## config.mk

```make
export PLATFORM = sky130hd
export DESIGN_NAME = fc_stream_loader
export DESIGN_NICKNAME = d
export VERILOG_FILES = /design/src/rtl/fc_pkg.sv /design/src/rtl/fc_beat_counter.sv /design/src/rtl/fc_stream_loader.sv
export SDC_FILE = /design/constraint.sdc
export NUM_CORES = 1
export LEC_CHECK = 0
export ABC_AREA = 1
export CORE_AREA = 3 3 99 101
export CTS_CLUSTER_SIZE = 8
export DETAILED_ROUTE_END_ITERATION = 8
export DIE_AREA = 0 0 102 104
export DONT_BUFFER_PORTS = 1
export PLACE_DENSITY = 0.49
export SLEW_MARGIN = 40
export SYNTH_ARGS = -nofsm -noshare
export SYNTH_HDL_FRONTEND = slang
export SYNTH_HIERARCHICAL = 1
export SYNTH_SLANG_ARGS = --single-unit
```

## constraint.sdc

```tcl
create_clock -name clk -period 4.7 [get_ports clk]
set_clock_uncertainty 0.05 [all_clocks]
set_input_delay 0.94 -clock clk [delete_from_list [all_inputs] [get_ports clk]]
set_output_delay 0.94 -clock clk [all_outputs]
set_load 0.005 [all_outputs]
```

## src/rtl/fc_pkg.sv

```systemverilog
// Shared types for the FC stream loader: FSM states, phase-flag encoding, data width.
package fc_pkg;

    localparam int FC_DATA_W = 16;

    typedef enum logic [3:0] {
        IDLE,
        LD_W1,
        LD_W2,
        LD_ANS,
        LD_IN,
        RUN,
        BP,
        BATCH,
        WAIT_BATCH
    } fc_state_t;

    // {weight1, weight2, right_answer}
    typedef logic [2:0] fc_phase_t;

    localparam fc_phase_t PH_NONE = 3'b000;
    localparam fc_phase_t PH_W1   = 3'b100;
    localparam fc_phase_t PH_W2   = 3'b010;
    localparam fc_phase_t PH_ANS  = 3'b001;

    function automatic fc_phase_t phase_of(input fc_state_t s);
        case (s)
            LD_W1:   phase_of = PH_W1;
            LD_W2:   phase_of = PH_W2;
            LD_ANS:  phase_of = PH_ANS;
            default: phase_of = PH_NONE;
        endcase
    endfunction

    function automatic logic is_load(input fc_state_t s);
        is_load = (s == LD_W1) || (s == LD_W2) ||
                  (s == LD_ANS) || (s == LD_IN);
    endfunction

endpackage

```

## src/rtl/fc_beat_counter.sv

```systemverilog
// Loadable up-counter with clear and terminal-count flag.
// Clear has priority over load, load over increment.
module fc_beat_counter #(
    parameter int W = 8
) (
    input  logic         clk,
    input  logic         reset_n,
    input  logic         clr,
    input  logic         load,
    input  logic [W-1:0] load_val,
    input  logic         inc,
    input  logic [W-1:0] limit,
    output logic [W-1:0] count,
    output logic         tc
);

    always_ff @(posedge clk) begin
        if (!reset_n) begin
            count <= '0;
        end else if (clr) begin
            count <= '0;
        end else if (load) begin
            count <= load_val;
        end else if (inc) begin
            count <= count + W'(1);
        end
    end

    assign tc = (count == limit);

endmodule

```

## src/rtl/fc_stream_loader.sv

```systemverilog
// Transmit-side sequencer feeding the FC top from a 16-bit valid/ready stream.
// Optional back-propagation handshake compiled in with FC_BCK_PROP_EN.
module fc_stream_loader
    import fc_pkg::*;
#(
    parameter int FRT_CELL   = 14,
    parameter int MID_CELL   = 10,
    parameter int BCK_CELL   = 5,
    parameter int BATCH_SIZE = 32
) (
    input  logic                          clk,
    input  logic                          reset_n,
    input  logic                          cmd_start,
    input  logic                          cmd_weights,
    input  logic                          s_valid,
    output logic                          s_ready,
    input  logic [15:0]                   s_data,
    output logic                          ex_we,
    output logic [15:0]                   ex_value,
    output logic [15:0]                   ex_addr,
    output logic                          weight1,
    output logic                          weight2,
    output logic                          right_answer,
    output logic                          enable,
    input  logic                          all_end,
    output logic                          bck_prop_start,
    input  logic                          fc_bck_prop_end,
    output logic                          batch_end,
    input  logic                          fc_batch_end,
    output logic                          busy,
    output logic                          done,
    output logic [$clog2(BATCH_SIZE):0]   sample_cnt
);

    localparam int LEN_W1  = FRT_CELL * MID_CELL;
    localparam int LEN_W2  = MID_CELL * BCK_CELL;
    localparam int LEN_ANS = BCK_CELL;
    localparam int LEN_IN  = FRT_CELL;

    localparam int MAX_A   = (LEN_W1 > LEN_W2) ? LEN_W1 : LEN_W2;
    localparam int MAX_B   = (LEN_ANS > LEN_IN) ? LEN_ANS : LEN_IN;
    localparam int MAX_LEN = (MAX_A > MAX_B) ? MAX_A : MAX_B;
    localparam int BEAT_W  = (MAX_LEN > 1) ? $clog2(MAX_LEN) : 1;
    localparam int CNT_W   = $clog2(BATCH_SIZE) + 1;

    fc_state_t state_q;
    fc_state_t state_d;

    logic              load_st;
    logic              accept;
    logic              beat_tc;
    logic              beat_last;
    logic [BEAT_W-1:0] beat;
    logic [BEAT_W-1:0] beat_lim;
    logic              run_fin;
    logic              smp_done;
    logic              smp_tc;
    logic              smp_clr;
    fc_phase_t         phase_q;

    assign load_st   = is_load(state_q);
    assign accept    = load_st & s_valid;
    assign beat_last = accept & beat_tc;
    assign run_fin   = (state_q == RUN) & enable & all_end;
    assign smp_clr   = (state_q == IDLE) & cmd_start;

`ifdef FC_BCK_PROP_EN
    assign smp_done = (state_q == BP) & fc_bck_prop_end;
`else
    assign smp_done = run_fin;
`endif

    always_comb begin
        beat_lim = BEAT_W'(LEN_IN - 1);
        case (state_q)
            LD_W1:   beat_lim = BEAT_W'(LEN_W1 - 1);
            LD_W2:   beat_lim = BEAT_W'(LEN_W2 - 1);
            LD_ANS:  beat_lim = BEAT_W'(LEN_ANS - 1);
            default: beat_lim = BEAT_W'(LEN_IN - 1);
        endcase
    end

    // Beat counter restarts whenever a phase ends or no load is active.
    fc_beat_counter #(
        .W(BEAT_W)
    ) u_beat (
        .clk      (clk),
        .reset_n  (reset_n),
        .clr      (!load_st | beat_last),
        .load     (1'b0),
        .load_val ('0),
        .inc      (accept),
        .limit    (beat_lim),
        .count    (beat),
        .tc       (beat_tc)
    );

    fc_beat_counter #(
        .W(CNT_W)
    ) u_sample (
        .clk      (clk),
        .reset_n  (reset_n),
        .clr      (smp_clr),
        .load     (1'b0),
        .load_val ('0),
        .inc      (smp_done),
        .limit    (CNT_W'(BATCH_SIZE - 1)),
        .count    (sample_cnt),
        .tc       (smp_tc)
    );

    always_ff @(posedge clk) begin
        if (!reset_n) begin
            state_q <= IDLE;
        end else begin
            state_q <= state_d;
        end
    end

    always_comb begin
        state_d = state_q;
        unique case (state_q)
            IDLE: begin
                if (cmd_start) begin
                    state_d = cmd_weights ? LD_W1 : LD_ANS;
                end
            end
            LD_W1: begin
                if (beat_last) state_d = LD_W2;
            end
            LD_W2: begin
                if (beat_last) state_d = LD_ANS;
            end
            LD_ANS: begin
                if (beat_last) state_d = LD_IN;
            end
            LD_IN: begin
                if (beat_last) state_d = RUN;
            end
            RUN: begin
`ifdef FC_BCK_PROP_EN
                if (run_fin) state_d = BP;
`else
                if (run_fin) state_d = smp_tc ? BATCH : LD_ANS;
`endif
            end
            BP: begin
`ifdef FC_BCK_PROP_EN
                if (fc_bck_prop_end) state_d = smp_tc ? BATCH : LD_ANS;
`else
                state_d = IDLE;
`endif
            end
            BATCH: begin
                state_d = WAIT_BATCH;
            end
            WAIT_BATCH: begin
                if (fc_batch_end) state_d = IDLE;
            end
            default: begin
                state_d = IDLE;
            end
        endcase
    end

    // Write port and flags describe the word accepted on the previous edge.
    always_ff @(posedge clk) begin
        if (!reset_n) begin
            ex_we     <= 1'b0;
            ex_value  <= '0;
            ex_addr   <= '0;
            phase_q   <= PH_NONE;
            enable    <= 1'b0;
            batch_end <= 1'b0;
            done      <= 1'b0;
        end else begin
            ex_we     <= accept;
            phase_q   <= accept ? phase_of(state_q) : PH_NONE;
            enable    <= (state_q == RUN) & !run_fin;
            batch_end <= (state_d == BATCH);
            done      <= (state_q == WAIT_BATCH) & fc_batch_end;
            if (accept) begin
                ex_value <= s_data;
                ex_addr  <= FC_DATA_W'(beat);
            end
        end
    end

`ifdef FC_BCK_PROP_EN
    logic bp_start_q;

    always_ff @(posedge clk) begin
        if (!reset_n) begin
            bp_start_q <= 1'b0;
        end else begin
            bp_start_q <= (state_q == RUN) & (state_d == BP);
        end
    end

    assign bck_prop_start = bp_start_q;
`else
    logic unused_bp;

    assign unused_bp      = fc_bck_prop_end;
    assign bck_prop_start = 1'b0;
`endif

    assign s_ready      = load_st;
    assign busy         = (state_q != IDLE);
    assign weight1      = phase_q[2];
    assign weight2      = phase_q[1];
    assign right_answer = phase_q[0];

endmodule

```

## Word-level counts from Yosys, hierarchy flattened

Cells that the tools add are included.

| storage, ports and cells | value |
|---|---|
| memory bits (writable) | 0 |
| memory bits (read-only) | 0 |
| latch bits | 0 |
| logic and storage cells | 53 |
| bits in registers | 49 |
| memories | 0 |
| bits of input ports | 24 |
| output and inout bits | 48 |

| cells by class | value |
|---|---|
| bitwise gates (word level) | 9 |
| $add $sub $neg | 2 |
| $mul | 0 |
| mux-type cells | 12 |
| shift-type cells | 0 |
| reductions and logical operators | 10 |
| divide/modulo/power cells | 0 |
| equal/unequal tests | 10 |
| $lt $le $gt $ge | 0 |

Operator list:

| kind | count |
|---|---|
| 4-bit case mux with 8 select lines | 1 |
| 4-bit two-way mux | 7 |
| 8-bit case mux with 3 select lines | 1 |
| 4-bit by 3-bit == test with 1-bit output, second input constant | 4 |
| 3-bit case mux with 3 select lines | 1 |
| 8-bit by 1-bit adder with 8-bit output, second input constant | 1 |
| 4-bit by 2-bit == test with 1-bit output, second input constant | 2 |
| 8-bit == test | 1 |
| 1-bit AND | 7 |
| 6-bit by 1-bit adder with 6-bit output, second input constant | 1 |
| 6-bit by 5-bit == test with 1-bit output, second input constant | 1 |
| 4-bit by 1-bit == test with 1-bit output, second input constant | 1 |
| 4-bit == test, second input constant | 1 |
| 4-bit logical NOT | 1 |
| 4-bit nonzero test | 1 |
| 2-bit OR reduction | 2 |
| 1-bit logical OR | 3 |
| 3-bit two-way mux | 1 |
| 1-bit logical NOT | 2 |
| 2-bit two-way mux | 1 |
| 2-bit AND reduction | 1 |
| 1-bit NOT | 1 |
| 1-bit OR | 1 |

## Longest topological paths before layout

Gate-level depths: netlist (run 1).

| depth | value |
|---|---|
| depth in word-level cells | 9 |
| gate-level depth with buffers | 13 |
| depth with buffers taken out | 13 |

## Cells and area by module

Netlist (run 1), hierarchy kept.

Modules (own cells, without submodules):

| module | area each (µm²) | cells each | instances | seq. area each (µm²) |
|---|---|---|---|---|
| fc_stream_loader | 1505.2 | 194 | 1 | 700.7 |
| fc_beat_counter at u_beat | 615.6 | 90 | 1 | 160.2 |
| fc_beat_counter at u_sample | 473.0 | 76 | 1 | 120.1 |

## Least setup slack after synthesis (run 1)

Ideal clock, no wire load.

| timing | value |
|---|---|
| kind | register to register |
| start | register state_q[3] |
| end | register u_beat.count[2] |
| cell stages (with the launch flop) | 14 |
| data arrival time | 2.182 ns |
| required time | 4.527 ns |
| period minus slack after synthesis | 2.355 ns |
| setup slack | 2.345 ns |
| path buffers | 0 |
| setup time | 0.123 ns |
| path through | dfxtp_1 nor2_4 inv_1 nor3_1 nor2_1 xor2_1 nor2_1 nand2_1 nor3_1 nand3_1 nand2_1 nor2_1 inv_1 a21oi_1 |

| between the ends | value |
|---|---|
| elaborated cells on any way between the ends | 14 |
| those cells by class | 5 x eq/ne; 1 x mux; 3 x bitwise; 5 x reduce/logical |

RTL lines:

| item | RTL line | text |
|---|---|---|
| start: declaration | fc_stream_loader.sv:46 | `fc_state_t state_q;` |
| start signal: assignment | fc_stream_loader.sv:116 | `state_q <= state_d;` |
| 4-bit by 2-bit == test with 1-bit output or 4-bit by 1-bit == test with 1-bit output (tied branches) | fc_stream_loader.sv:75 | `case (state_q)` |
| 8-bit case mux with 3 select lines (*) | fc_stream_loader.sv:75 |  |
| via beat_lim[1] | fc_stream_loader.sv:54 | `logic [BEAT_W-1:0] beat_lim;` |
| 8-bit == test (*) | fc_beat_counter.sv:29 | `assign tc = (count == limit);` |
| via beat_tc | fc_stream_loader.sv:51 | `logic beat_tc;` |
| 1-bit AND (*) | fc_stream_loader.sv:63 | `assign beat_last = accept & beat_tc;` |
| 1-bit OR (*) | fc_stream_loader.sv:89 | `.clr (!load_st \| beat_last),` |
| 2-bit OR reduction (no line) (*) | -- |  |
| end signal: assignment | fc_beat_counter.sv:23 | `count <= load_val;` |
| end signal: assignment | fc_beat_counter.sv:25 | `count <= count + W'(1);` |
| end: declaration | fc_beat_counter.sv:13 | `output logic [W-1:0] count,` |

Mark *: on every way through the listed nets, which the timed path passes. The rest lies on a longest branch.
A chain may end at the register's enable or synchronous reset.

## Worst setup path after layout (run 1)

| timing | value |
|---|---|
| start | register state_q[3] |
| end | register u_beat.count[4] |

Same word-level chain as after synthesis.

==> results of run 1 <==
[cell usage in the layout (no fill, tap or decap), types with 10 or more instances in the layout]
| cell | Yosys | layout |
|---|---|---|
| o21ai_0 | 10 | 10 |
| a22oi_1 | 10 | 10 |
| nor2_1 | 67 | 67 |
| o21ai_1 | 15 | 15 |
| dfxtp_1 | 49 | 49 |
| nand3_1 | 19 | 19 |
| inv_1 | 35 | 35 |
| a21oi_1 | 10 | 10 |
| conb_1 | 2 | 37 |
| nand2_1 | 65 | 65 |
[final cells by class]
class                           count  area [sq um]  share of cell area
Multi-Input combinational cell    285          1429              0.5031
Clock buffer                        5         68.82             0.02423
Inverter                           40         150.1             0.05286
Clock inverter                      3         65.06             0.02291
Sequential cell                    49         980.9              0.3454
Tap cell                          111         138.9             0.04890
Timing Repair Buffer                1         7.507            0.002643
[how the worst max path moves through the flow]
stage	slack, ps	to	depth (start not counted)
final	1750	u_beat/count[4]	13
after floorplan	2350	u_beat/count[2]	13
after global placement	1850	u_beat/count[6]	13
after CTS	1760	u_beat/count[4]	13
after detailed placement	1810	u_beat/count[6]	13
after global routing	1390	u_beat/count[6]	13
[power by group]
| group | switching, W | internal, W | leakage (nW) |
|---|---|---|---|
| sequential | 0.0000413 | 0.000454 | 0.401 |
| clock | 0.000144 | 0.000211 | 0.0681 |
| combinational | 0.000113 | 0.0000566 | 0.857 |
| total | 0.000298 | 0.000722 | 1.33 |
[logic make-up after synthesis]
kind of cell / count (synthesis) / synth area share
xor+xnor: 10 / 0.03377
other cells: 2 / 0.002895
buf+inv: 61 / 0.1216
flops: 49 / 0.3782
fa+ha+maj: 2 / 0.009646
compound gates: 57 / 0.1370
simple gates: 179 / 0.3169
[stage by stage]
stage / instance area [sq um] / instances / hold slack (ps)
6_report: 2840 / 494 / 481.6
5_1_grt: 2840 / 494 / 504.3
4_1_cts: 2840 / 494 / 490.5
3_5_place_dp: 2706 / 486 / 469.4
3_3_place_gp: 2706 / 486 / 463.1
2_1_floorplan: 2725 / 395 / 399.5
[worst max-delay path, stage by stage, from the launching register on]
cell and delay [ps]:
dfxtp_1 380, nor2_4 190, inv_1 80, nor3_1 560, nor2_1 110, xor2_1 170, nor2_1 120, nand2_1 70
nor3_1 420, nand3_1 240, nand2_1 110, nor2_1 70, inv_1 190, a21oi_1 70
[Yosys cell counts (3+ instances only)]
master	count
nor2_1	67
nand2_1	65
dfxtp_1	49
inv_1	35
nand3_1	19
o21ai_1	15
a21oi_1	10
a22oi_1	10
buf_4	10
o21ai_0	10
xor2_1	7
buf_2	5
inv_2	5
nor2_4	5
nor3_1	5
a21oi_2	3
nand2_2	3
nand4_1	3
nor2_2	3
o21bai_1	3
xnor2_1	3
[state kept, by name, indices dropped and copies added (netlist names)]
name            flops
ex_we               1
done                1
batch_end           1
ex_value           16
phase_q             3
enable              1
u_sample/count      6
u_beat/count        8
ex_addr             8
state_q             4
[per-layer routing]
layer  GRT usage  vias to the layer above  part of all wire
met5           0                        -                 0
met4     0.02530                        0            0.0070
met3     0.03085                        5             0.051
met2      0.2033                       38              0.49
met1      0.1420                      962              0.46
li1            -                     1140                 -
==> impl_results.md, run 1 <==
* Status: complete, no violations
* Initial drt markers at 85
* Hold path depth at 2
* Detailed-route wire length per cell at 12.22 microns
* RSZ-0062 raised after global routing: false
* Vias in the first global route at 2,127
* Post-synthesis cell area at 2594 sq um
* Max Cap Viol at 0
* Data required, critical path at roughly 4800 ps
* CP max FO at 6
* Largest net degree at the start of global routing at 30
* Gr ovfl total at 0
* Actual slew at the worst max-slew pin at around 710 ps
* # diodes at 0
* Post-CTS Setup Repair Bufs at 0
* Final hold violation count at 0
* Most used DFF post-synth: dfxtp_1
* WP data arrival at 3090 ps
* Die height at 104 microns
* Drt drc at 0
* WHS Endpoint: ex_addr[6]
* HP Class: register to register
* Pins Over Slew Limit at 0
* Global Route Usage Sum at 0.1167
* Vias/cell at 4.342
* Setup TNS at 0 ps
* Synthesized flop and latch total at 49
* Initial antenna violation count at 0
* Final setup margin at 1752 ps
* Rows at 35
* Crit path launch: state_q[3]
* Dpl hpwl at 4392 microns
* Clk Tree Root Cell: clkbuf_8
* Max frequency at about 340 MHz
* H-tree Lvls at 2
* Worst setup EP type: register
* Reg clk slew, reported paths at ~90 ps
* Die Area at 10,610 sq um
* Ratio of cells with drive above 1 in the final layout at 0.09399
* Reg2reg end: u_beat/count[4]
* CTS-repair resized insts at 0
* Number of synthesized flops with an enable pin at 0
* Sink Count at 49
* Routed Antenna Nets at 0
* Final setup fails at 0
* Gpl congestion at 0.7471
* Synth area leaders: dfxtp_1 (38%), nor2_1 (9.7%), nand2_1 (9.4%), inv_1 (5.1%), nand3_1 (3.7%)
* Pre-CTS setup slack at 1806 ps
* CP startpoint kind: register
* Worst r2r path cells at 13
* Fraction of registers with async set/reset at 0
* Number of iterations in the first detailed-routing pass at 4
* Hold_buf cts at 0
* Syn Inst Count at 360
* Worst-Skew Late Latency at 300 ps
* Initial Util at 0.2848
* Max VDD drop at between 0.0001 and 0.00015 V
* Final #Nets at 408
* Period utilization at 0.6272
* Rel. slew slack at 0.5206
* Drt total wl at 6037 microns
* Die width at around 100 microns
* Fin crit period at approximately 2900 ps
* Core box area at 9109 sq um
* First-pass GRT wire length at a little over 10,000 microns
* Register area share after synthesis at 0.3782
* Fillers at about 1,000
* Power Density at 359.1 nW/um^2
* Count of warnings emitted by yosys at 6
* Crit path kind: register to register
* Pleak at approximately 1.3 nW
* R2r setup slk at between 1500 and 2000 ps
* PortBufs at 0
* Mapped Avg Cell Area at 7.205 sq um
* Min-delay src: ex_addr[6]
* Via count at between 2,000 and 2,500
* Longest Clk Path Bufs at 2
* Fin util at 0.3118
* CTS tree: yes
* Worst reg2reg path startpoint: state_q[3]
* Top-area cell type share of the netlist area at 0.3782
* CTS Buf Count at 5
* Area leader, netlist: dfxtp_1
* Synth cell types at 40
* I/O pins at 72
* Final Power at roughly 0.001 W
* Area grow syn2layout at 9.503%
(Power assumes the default switching activity.)
==> run 2: changes to the inputs <==
--- a/config.mk
+++ b/config.mk
@@ -11,7 +11,7 @@
 export DETAILED_ROUTE_END_ITERATION = 8
 export DIE_AREA = 0 0 102 104
 export DONT_BUFFER_PORTS = 1
-export PLACE_DENSITY = 0.49
+export PLACE_DENSITY = 0.5
 export SLEW_MARGIN = 40
 export SYNTH_ARGS = -nofsm -noshare
 export SYNTH_HDL_FRONTEND = slang
==> constraint.sdc (replaced) <==
create_clock -name clk -period 2.68 [get_ports clk]
set_clock_uncertainty 0.05 [all_clocks]
set_input_delay 0.536 -clock clk [delete_from_list [all_inputs] [get_ports clk]]
set_output_delay 0.536 -clock clk [all_outputs]
set_load 0.005 [all_outputs]
==> run 2 against run 1 <==
  * Maximum frequency up 26%
  * Sequential power up 76%
  * First-iteration DRC count down 54%
  * Flip-flop and latch count unchanged
  * Die area unchanged
  * Combinational power up 78%
  * Power up 70%
  * Routed wire length down 0.13%
  * Clock power up 59%
  * Via count up 0.98%
  * Worst setup slack worse by 1400 ps
  * Count of clock-buffer cells in the layout up 1
==> impl_results.md, run 2 (same netlist as run 1, synthesis figures left out) <==
* Status: complete, no violations
* HP Class: input pin to register
* Max reg flops at 16 (unchanged)
* Fin crit period at 2337 ps (-611.4 ps)
* Global Route Usage Sum at 0.1151 (-0.001562)
* Hold_buf cts at 0 (unchanged)
* Die height at 104 microns (unchanged)
* First-pass GRT wire length at 9756 microns (-3.4%)
* Power Density at 608.0 nW/um^2 (+69%)
* CP startpoint kind: register
* CTS-repair resized insts at 0 (unchanged)
* Worst-Skew Late Latency at 310 ps (about the same)
* Final Power at 0.001732 W (+70%)
* Crit path kind: register to register
* CP max FO at 6 (unchanged)
* RSZ-0062 raised after global routing: false
* Sink Count at 49 (unchanged)
* Commonest non-fill, non-tap cell in the layout: nor2_1
* CP bufs+invs at 3 (+1)
* Pint at 0.001203 W (+67%)
* Data required, critical path at 2820 ps (-2020 ps)
* Max frequency at 428.0 MHz (+26%)
* Initial antenna violation count at 0 (unchanged)
* Max VDD drop at 0.0002061 V (+72%)
* Final hold violation count at 0 (unchanged)
* Via count at 2,166 (+0.98%)
* Pleak at 1.332 nW (+0.40%)
* Comb power frac at 0.174 (+0.008)
* CTS tree: yes
* Pins Over Slew Limit at 0 (unchanged)
* Clock share of power at 0.325 (-0.023)
* PortBufs at 0 (unchanged)
* CTS Buf Count at 5 (unchanged)
* Detailed-route wire length per cell at 12.13 microns (-0.74%)
* Max Cap Viol at 0 (unchanged)
* Area grow syn2layout at 9.841%
* Seq pwr share at 0.501 (+0.016)
* Crit path largest cell delay at 380 ps (-180 ps)
* I/O pins at 72 (unchanged)
* # diodes at 0 (unchanged)
* Most frequent cells in the layout: nor2_1 (67), nand2_1 (65), dfxtp_1 (49)
* Gr ovfl total at 0 (unchanged)
* Fillers at 1,017 (+1.5%)
* Initial drt markers at 39 (-54%)
* Die width at 102 microns (unchanged)
* Slowest-stage cell, CP: dfxtp_1
* Rows at 35 (unchanged)
* Critical-path cell list: nor2_4 -> inv_1 -> nor3_1 -> buf_4 -> nor2_1 -> xor2_1 -> nor2_1 -> nand2_1 -> nor3_1 -> nand3_1 -> nand2_1 -> nor2_1 -> inv_1 -> a21oi_1
* Vias in the first global route at 1,991 (-6.4%)
* Period utilization at 0.8719 (+0.2447)
* Vias/cell at 4.358 (+0.37%)
* Post-CTS Setup Repair Bufs at 0 (unchanged)
* Rel. slew slack at 0.6637 (+0.1431)
* Sw frac at 0.3052 (+0.01304)
* Worst setup EP type: register
* Initial Util at 0.2848 (unchanged)
* Reg clk slew, reported paths at 100 ps (about the same)
* Final setup fails at 0 (unchanged)
* Die Area at 10,610 sq um (unchanged)
* Drt drc at 0 (unchanged)
* Final #Nets at 411 (+0.74%)
* Largest net degree at the start of global routing at 30 (unchanged)
* Number of iterations in the first detailed-routing pass at 4 (unchanged)
* Setup TNS at 0 ps (unchanged)
* Longest Clk Path Bufs at 2 (unchanged)
* Ratio of cells with drive above 1 in the final layout at 0.1010 (+0.007041)
* H-tree Lvls at 2 (unchanged)
* Fin util at 0.3128 (+0.0009620)
* Dpl hpwl at 4410 microns (+0.41%)
* Switch Pwr at 0.0005287 W (+77%)
* WP data arrival at 2480 ps (-610 ps)
* Drt total wl at 6029 microns (-0.13%)
* Fin Hold WS at 287.0 ps (-194.7 ps)
* Routed Antenna Nets at 0 (unchanged)
* Gpl congestion at 0.7639 (+2.2%)
* Biggest register: ex_value
* Largest registers: ex_value: 16 flops, ex_addr: 8 flops, u_beat/count: 8 flops
* Worst path top cell family by delay: simple AND/OR/NAND/NOR gates
* Core box area at 9109 sq um (unchanged)
* Crit path top cell by count: nor2_1
* Clk Tree Root Cell: clkbuf_8
* Actual slew at the worst max-slew pin at 503.8 ps (-209.8 ps)
-- run 2: path summary, 6_finish.rpt --
kind              startpoint              end  slack (ps)  depth (start not counted)
setup / recovery  state_q[3]  u_beat/count[4]         340                         14
hold reg to reg   ex_addr[5]       ex_addr[5]         480                          2
hold / removal       reset_n       state_q[1]         290                          2
setup reg to reg  state_q[3]  u_beat/count[4]         340                         14
-- run 2: power by group through the flow --
stage / sequential (W) / combinational [W] / clock [W]
after floorplan: 0.000859 / 0.000290 / 0
after global placement: 0.000887 / 0.000297 / 0
after detailed placement: 0.000888 / 0.000303 / 0
after CTS: 0.000872 / 0.000304 / 0.000589
after global routing: 0.000881 / 0.000349 / 0.000620
final: 0.000869 / 0.000301 / 0.000563
-- run 2: area by class of cell --
type | count | area, sq um | area share
clock inverter | 2 | 37.54 | 0.01318
timing repair buffer | 4 | 30.03 | 0.01054
clock buffer | 6 | 82.58 | 0.02899
tap | 111 | 138.9 | 0.04875
inverter | 40 | 150.1 | 0.05270
multi-input combinational | 285 | 1429 | 0.5015
sequential | 49 | 980.9 | 0.3443
-- run 2: per-layer routing --
metal,wire length [microns],GRT usage
met5,0,0
met4,17,0.03093
met3,359,0.03085
met2,3000,0.2019
met1,2651,0.1360
-- run 2: per-stage QoR --
step / std cells / setup slack (ps) / cell area (sq um)
4_1_cts: 497 / 331.7 / 2849
6_report: 497 / 343.3 / 2849
2_1_floorplan: 395 / 325.3 / 2725
3_3_place_gp: 489 / 415.2 / 2729
5_1_grt: 497 / 66.10 / 2849
3_5_place_dp: 489 / 368.7 / 2729
